$ cat src/rtl/hs_pkg.sv
// Shared state encodings for the req/ack pipeline FIFO.
package hs_pkg;

    // Upstream (accept) side handshake state
    typedef enum logic [0:0] {
        I_IDLE = 1'b0,
        I_ACK  = 1'b1
    } in_state_t;

    // Downstream (offer) side handshake state
    typedef enum logic [1:0] {
        O_IDLE = 2'd0,
        O_REQ  = 2'd1,
        O_RTZ  = 2'd2
    } out_state_t;

endpackage : hs_pkg

$ cat src/rtl/hs_sync.sv
// Single-bit flop chain for handshake lines arriving from another timing domain.
module hs_sync #(
    parameter int unsigned STAGES = 2
) (
    input  logic clk,
    input  logic rst_n,
    input  logic d,
    output logic q
);

    logic [STAGES-1:0] chain;

    // Shift d through STAGES flops, cleared on reset
    always_ff @(posedge clk or negedge rst_n) begin
        if (!rst_n) begin
            chain <= '0;
        end else begin
            chain[0] <= d;
            for (int unsigned i = 1; i < STAGES; i++) begin
                chain[i] <= chain[i-1];
            end
        end
    end

    assign q = chain[STAGES-1];

endmodule : hs_sync

$ cat src/rtl/hs_fifo_pipe.sv
// Four-phase req/ack buffer: upstream handshake writes a DEPTH-entry FIFO,
// downstream handshake offers entries in order. Occupancy reported on level/full/empty.
module hs_fifo_pipe
    import hs_pkg::*;
#(
    parameter int unsigned DATA_WIDTH  = 3,
    parameter int unsigned DEPTH       = 4,
    parameter int unsigned SYNC_STAGES = 0
) (
    input  logic                           clk,
    input  logic                           rst_n,
    input  logic                           req_in,
    output logic                           ack_out,
    input  logic [DATA_WIDTH-1:0]          data_in,
    output logic                           req_out,
    input  logic                           ack_in,
    output logic [DATA_WIDTH-1:0]          data_out,
    output logic [$clog2(DEPTH+1)-1:0]     level,
    output logic                           full,
    output logic                           empty
);

    localparam int unsigned PTR_W = (DEPTH > 1) ? $clog2(DEPTH) : 1;
    localparam int unsigned LVL_W = $clog2(DEPTH + 1);

    logic req_s;
    logic ack_s;

    // Optional synchronisers on the incoming handshake lines
    if (SYNC_STAGES == 0) begin : g_direct
        assign req_s = req_in;
        assign ack_s = ack_in;
    end else begin : g_sync
        hs_sync #(.STAGES(SYNC_STAGES)) u_req_sync (
            .clk   (clk),
            .rst_n (rst_n),
            .d     (req_in),
            .q     (req_s)
        );
        hs_sync #(.STAGES(SYNC_STAGES)) u_ack_sync (
            .clk   (clk),
            .rst_n (rst_n),
            .d     (ack_in),
            .q     (ack_s)
        );
    end

    logic [DATA_WIDTH-1:0] mem [DEPTH];

    in_state_t             in_state,  in_state_n;
    out_state_t            out_state, out_state_n;
    logic [PTR_W-1:0]      wr_ptr,    wr_ptr_n;
    logic [PTR_W-1:0]      rd_ptr,    rd_ptr_n;
    logic [LVL_W-1:0]      level_n;
    logic                  ack_out_n;
    logic                  req_out_n;
    logic [DATA_WIDTH-1:0] data_out_n;
    logic                  full_n;
    logic                  empty_n;
    logic                  wr_en;
    logic                  pop;

    // Pointer advance with wrap at DEPTH-1 (DEPTH need not be a power of two)
    function automatic logic [PTR_W-1:0] inc_ptr(input logic [PTR_W-1:0] p);
        return (p == PTR_W'(DEPTH - 1)) ? '0 : p + PTR_W'(1);
    endfunction

    // Next-state and next-output decode for both handshake sides and occupancy
    always_comb begin
        in_state_n  = in_state;
        out_state_n = out_state;
        ack_out_n   = ack_out;
        req_out_n   = req_out;
        data_out_n  = data_out;
        wr_en       = 1'b0;
        pop         = 1'b0;

        unique case (in_state)
            I_IDLE: begin
                // full is the registered flag: a pop on this edge cannot make room
                if (req_s && !full) begin
                    wr_en      = 1'b1;
                    ack_out_n  = 1'b1;
                    in_state_n = I_ACK;
                end
            end
            I_ACK: begin
                if (!req_s) begin
                    ack_out_n  = 1'b0;
                    in_state_n = I_IDLE;
                end
            end
            default: in_state_n = I_IDLE;
        endcase

        unique case (out_state)
            O_IDLE: begin
                // a stale ack_s from the consumer holds off the next offer
                if (!empty && !ack_s) begin
                    data_out_n  = mem[rd_ptr];
                    req_out_n   = 1'b1;
                    out_state_n = O_REQ;
                end
            end
            O_REQ: begin
                if (ack_s) begin
                    req_out_n   = 1'b0;
                    pop         = 1'b1;
                    out_state_n = O_RTZ;
                end
            end
            O_RTZ: begin
                if (!ack_s) begin
                    out_state_n = O_IDLE;
                end
            end
            default: out_state_n = O_IDLE;
        endcase

        wr_ptr_n = wr_en ? inc_ptr(wr_ptr) : wr_ptr;
        rd_ptr_n = pop   ? inc_ptr(rd_ptr) : rd_ptr;

        unique case ({wr_en, pop})
            2'b10:   level_n = level + LVL_W'(1);
            2'b01:   level_n = level - LVL_W'(1);
            default: level_n = level;
        endcase

        full_n  = (level_n == LVL_W'(DEPTH));
        empty_n = (level_n == '0);
    end

    // State, pointer, status and handshake output registers
    always_ff @(posedge clk or negedge rst_n) begin
        if (!rst_n) begin
            in_state  <= I_IDLE;
            out_state <= O_IDLE;
            wr_ptr    <= '0;
            rd_ptr    <= '0;
            level     <= '0;
            full      <= 1'b0;
            empty     <= 1'b1;
            ack_out   <= 1'b0;
            req_out   <= 1'b0;
            data_out  <= '0;
        end else begin
            in_state  <= in_state_n;
            out_state <= out_state_n;
            wr_ptr    <= wr_ptr_n;
            rd_ptr    <= rd_ptr_n;
            level     <= level_n;
            full      <= full_n;
            empty     <= empty_n;
            ack_out   <= ack_out_n;
            req_out   <= req_out_n;
            data_out  <= data_out_n;
        end
    end

    // Storage array; contents are don't-care until written
    always_ff @(posedge clk) begin
        if (wr_en) begin
            mem[wr_ptr] <= data_in;
        end
    end

endmodule : hs_fifo_pipe

$ cat config.mk
export PLATFORM = sky130hd
export DESIGN_NAME = hs_fifo_pipe
export DESIGN_NICKNAME = d
export VERILOG_FILES = /design/src/rtl/hs_pkg.sv /design/src/rtl/hs_sync.sv /design/src/rtl/hs_fifo_pipe.sv
export SDC_FILE = /design/constraint.sdc
export NUM_CORES = 1
export LEC_CHECK = 0
export ABC_AREA = 0
export CORE_ASPECT_RATIO = 1.1
export CORE_MARGIN = 2
export CORE_UTILIZATION = 29
export DETAILED_ROUTE_END_ITERATION = 12
export MAX_ROUTING_LAYER = met4
export PLACE_DENSITY_LB_ADDON = 0.12
export SLEW_MARGIN = 20
export SYNTH_ARGS = -nofsm -noshare
export SYNTH_HDL_FRONTEND = slang
export SYNTH_SLANG_ARGS = --single-unit
$ cat constraint.sdc
create_clock -name clk -period 4.1 [get_ports clk]
set_input_delay 0.82 -clock clk [delete_from_list [all_inputs] [get_ports clk]]
set_output_delay 0.82 -clock clk [all_outputs]
set_load 0.01 [all_outputs]
==> After elaboration in Yosys (flattened, before gate mapping) <==
Memories as Yosys holds them, arrays and structs flattened. A register that Yosys moved wholly into a read port is not among the register bits.
Index checks and enable logic that the tools add are counted.
{ "word_totals": {"ram_bits": 12, "regBits": 14, "memories": 1, "output_inout_bits": 10, "wordCells": 61} }
{ "memory_table": {"columns": ["name", "depth", "word_bits", "read_ports", "rd_clocked_by_memory_dff", "write_ports", "line_no", "text"], "rows": [
  ["mem", 4, 3, 1, 1, 1, "hs_fifo_pipe.sv:48", "logic [DATA_WIDTH-1:0] mem [DEPTH];"]
]} }
{ "classes": {"n_eq_ne": 12, "addsub": 4, "reduce_logical": 13, "mux": 21, "n_bitwise": 1} }
{ "ops": {"columns": ["cell", "n"], "rows": [
  ["$mux W1", 11],
  ["$mux W2", 5],
  ["$ne A2 B2 Y1 const B", 5],
  ["$eq A2 B2 Y1 const B", 4],
  ["$pmux W1 S2", 3],
  ["$pmux W2 S3", 1],
  ["$pmux W3 S2", 1],
  ["$reduce_and A3 Y1", 2],
  ["$add A2 B1 Y2 const B", 2],
  ["$eq A2 B1 Y1 const B", 2],
  ["$logic_not A1 Y1", 4],
  ["$reduce_and A2 Y1", 2],
  ["$add A3 B1 Y3 const B", 1],
  ["$eq A3 B3 Y1 const B", 1],
  ["$logic_not A3 Y1", 1],
  ["$sub A3 B1 Y3 const B", 1],
  ["$logic_and A1 B1 Y1", 2],
  ["$logic_not A2 Y1", 1],
  ["$reduce_bool A2 Y1", 1],
  ["$not A1 Y1", 1]
]} }

==> Logic depth before layout (Yosys ltp) <==
{ "depth": {"depth_word": 7, "ltp_mapped": 7, "mapped_depth_nobuf": 7} }

==> Worst setup path after synthesis <==
Ideal clock, no wire load.
{ "synth_timing": {"path_kind": "input to register", "from": "input req_in", "to": "register level[2]", "path_slack_ns": 1.375, "t_required_ns": 3.973, "cell_stages": 7, "t_arrival_ns": 2.597, "path_buffers": 0, "setup_time_ns": 0.127, "cell_sequence": "nor3b_1 > inv_1 > ha_1 > fa_1 > xnor2_1 > o21a_1 > or2_2"} }
{ "synth_via": {"elab_chain_len": 5} }
{ "synth_lines": {"columns": ["item", "line_no", "text"], "rows": [
  ["start: declaration", "hs_fifo_pipe.sv:12", "input logic req_in,"],
  ["$logic_and A1 B1 Y1 *", "hs_fifo_pipe.sv:81", "if (req_s && !full) begin"],
  ["$mux W1 *", "hs_fifo_pipe.sv:81", null],
  ["$mux W1 *", "hs_fifo_pipe.sv:78", "unique case (in_state)"],
  ["$eq A2 B1 Y1 or $eq A2 B2 Y1 (tied branches)", "hs_fifo_pipe.sv:123", "unique case ({wr_en, pop})"],
  ["$pmux W3 S2 *", "hs_fifo_pipe.sv:123", null],
  ["net level_n[2]", "hs_fifo_pipe.sv:54", "logic [LVL_W-1:0] level_n;"],
  ["end signal: assignment", "hs_fifo_pipe.sv:151", "level <= level_n;"],
  ["end: declaration", "hs_fifo_pipe.sv:18", "output logic [$clog2(DEPTH+1)-1:0] level,"]
]} }
The timed path passes the listed nets; every way through them passes the cells marked *.
A chain may end at the register's enable or synchronous reset.

==> Worst setup path in the final report <==
Same ends and word-level chain as after synthesis.

==> flow_summary.toml <==
[cts]
cts.repair.resized = 0
clock_sinks = 29
clk_latency_ns = 0.27
htree_levels = 2
cts_hold_buffers = 0
cts_buffer_depth = 2
cts_tree = "done"
cts_made_buffers = 5
post_cts_buffers = 0
cts_root_buf = "clkbuf_8"
path_clk_slew_ns = 0.06

[route]
wl_per_cell_um = 11.5
met1_length_um = 856
routed.top_layer = "met4"
viasPerCell = 4.33
firstDrtPassIters = 4
antenna_left = 0
drc = 0
drt_iter0_drc = 7
vias = 688
wl_met3_um = 108
routed_wl_mm = 1.83
dr_wl_met2_um = 848

[timing]
max-slew-margin-rel = 0.504
finalSetupViolCount = 0
drv_slew = 0
worst_pin_slew_ns = 0.742
finalHoldViolations = 0
rsz0062_at_grt = "false"
setup_tns_ns = 0
period_share = 0.691
finClkSkew_ns = 0.00543
period_minus_slack_ns = 2.83
fmax_ghz = 0.353

[cells_and_area]
finalInstanceArea_um2 = 1560
layout.nets = 120
instances_no_fill = 159
antenna_cells = 0
drive_gt1_frac = 0.196
area_growth_pct = 25.4

[grt]
overflow = 0
antenna_found_initial = 0
grt_pass1_vias = 668
grt_start_max_net_pins = 18
grt_use_total = 0.0933
grt_pass1_wl_mm = 3.11

[critical_path]
cp-endpoint = "level[2]$_DFF_PN0_"
critPathLaunch = "req_in"
worstPathMaxFanout = 9
reg2reg_to = "level[2]$_DFF_PN0_"
cp-end-kind = "register"
critPathArrivalTime_ns = 2.99
r2r_start = "in_state$_DFF_PN0_"
start_kind = "input port"
cp.required_ns = 4.26
reg2reg_slack_ns = 1.94
r2r_cells = 8
worst-setup-path-type = "input port to register"

[pwr]
peakVddDrop_v = 0.000233
p_seq_frac = 0.451
comb_power_share = 0.343
p_clk_frac = 0.206
p_switching_mw = 0.320
sw_frac_of_total = 0.305
p_int_mw = 0.729
fin_total_pwr_mw = 1.05
leakagePower_nw = 0.618
power_density_nw_per_um2 = 673

[synthesis]
syn_avg_cell_area_um2 = 15.2
synthCells = 82
ys_warn_count = 0
synth.area.top_cells = "dfrtp_1, edfxtp_1, ha_1"
synth_nets = 96
yosysUniqueCellTypes = 25
ys_seq_area_frac = 0.633
ys_ff_latch = 29
synth_top_cell_by_area = "dfrtp_1"
synth_area_um2 = 1240
synth_top_area_frac = 0.322

[placement]
dp_cells = 151
place.gp.congestion = 0.745
port-buffer-count = 16
place_area_um2 = 1480
dp_hpwl_mm = 1.32

[floorplan]
fp-row-count = 24
ios = 17
initial_core_util = 0.307
coreArea_um2 = 4050
die_x_um = 66.4
die_area_um2 = 4830
die_h_um = 72.7

[min_path]
holdCritPathClass = "register to register"

[job]
max_cap_viol_count = 0

[status]
status = "finished clean"
[layout by cell type (no fill, tap or decap), drive strengths merged, types with 3 or more instances in the layout]
master	count
edfxtp	12
clkbuf	6
nor3	3
dfrtp	16
clkdlybuf4s50	16
and2	5
ha	6
mux4	3
nand2	3
inv	6
o21ai	3
mux2	5
[kinds of logic (layout without fill, tap and decap cells)]
group / after synthesis / count (layout) / synth area share
flops: 29 / 29 / 0.633
simple gates: 18 / 18 / 0.0926
compound gates: 11 / 11 / 0.0594
mux: 8 / 8 / 0.0996
fa+ha+maj: 7 / 7 / 0.0765
buf+inv: 6 / 31 / 0.0181
xor+xnor: 3 / 3 / 0.0211
[worst max-delay path, stage by stage]
cell	delay [ns]
clkdlybuf4s50_1	0.51
nor3b_1	0.19
buf_4	0.18
inv_1	0.05
ha_1	0.22
fa_1	0.38
xnor2_1	0.15
o21a_1	0.19
or2_2	0.29
[layer usage]
metal	GRT usage	up-vias
li1	-	340
met1	0.112	328
met2	0.129	18
met3	0.0463	2
met4	0.0476	0
met5	-	-
[through the flow]
stage | setup WS [ns] | hold WS (ns) | utilization
detailed placement | 0.997 | 0.466 | 0.364
CTS | 1.27 | 0.480 | 0.385
global route | 1.17 | 0.518 | 0.385
global placement | 1.02 | 0.459 | 0.364
finish | 1.27 | 0.476 | 0.385
floorplan | 1.38 | 0.459 | -
[power by group through the flow]
stage / Sequential, mW / Combinational, mW / Clock [mW]
4_1_cts: 0.476 / 0.367 / 0.226
6_report: 0.473 / 0.360 / 0.216
3_3_place_gp: 0.479 / 0.366 / 0
5_1_grt: 0.489 / 0.398 / 0.248
3_5_place_dp: 0.481 / 0.365 / 0
2_1_floorplan: 0.487 / 0.207 / 0
[how the worst min path moves through the flow]
stage                                      to  slack, ns  cells past startpoint                start
after floorplan           ack_out$_DFFE_PN0P_       0.46                      1   in_state$_DFF_PN0_
after global placement    req_out$_DFFE_PN0P_       0.46                      1  req_out$_DFFE_PN0P_
after detailed placement  req_out$_DFFE_PN0P_       0.47                      1  req_out$_DFFE_PN0P_
after CTS                 req_out$_DFFE_PN0P_       0.48                      1  req_out$_DFFE_PN0P_
after global routing      req_out$_DFFE_PN0P_       0.52                      1  req_out$_DFFE_PN0P_
final                     req_out$_DFFE_PN0P_       0.48                      1  req_out$_DFFE_PN0P_
[cell usage after synthesis]
cell / number
o21a_1: 2
ha_1: 6
dfrtp_1: 16
fa_1: 1
xnor2_1: 2
mux2_2: 5
nor2_1: 2
a21oi_1: 2
nor3b_1: 2
mux4_2: 3
a21o_2: 1
xor2_1: 1
a21o_1: 1
or2_2: 1
o21ai_0: 3
edfxtp_1: 12
o21ba_2: 1
nand2_1: 3
nor3_1: 3
dfstp_2: 1
nor4_4: 1
nand3b_1: 1
and2_1: 5
inv_1: 6
a211oi_1: 1
[flip-flops by register name, indices dropped and copies added, names as in the netlist]
register   cells
mem           12
data_out       3
level          3
out_state      2
rd_ptr         2
wr_ptr         2
ack_out        1
empty          1
full           1
in_state       1
req_out        1
[layout make-up]
class,instances,area (µm²)
Tap cell,52,65.1
Sequential cell,29,787
Fill cell,398,2490
Clock inverter,2,10.0
Clock buffer,6,72.6
Inverter,6,22.5
Timing Repair Buffer,17,168
Multi-Input combinational cell,47,434
Power figures use the tool's default switching activity.
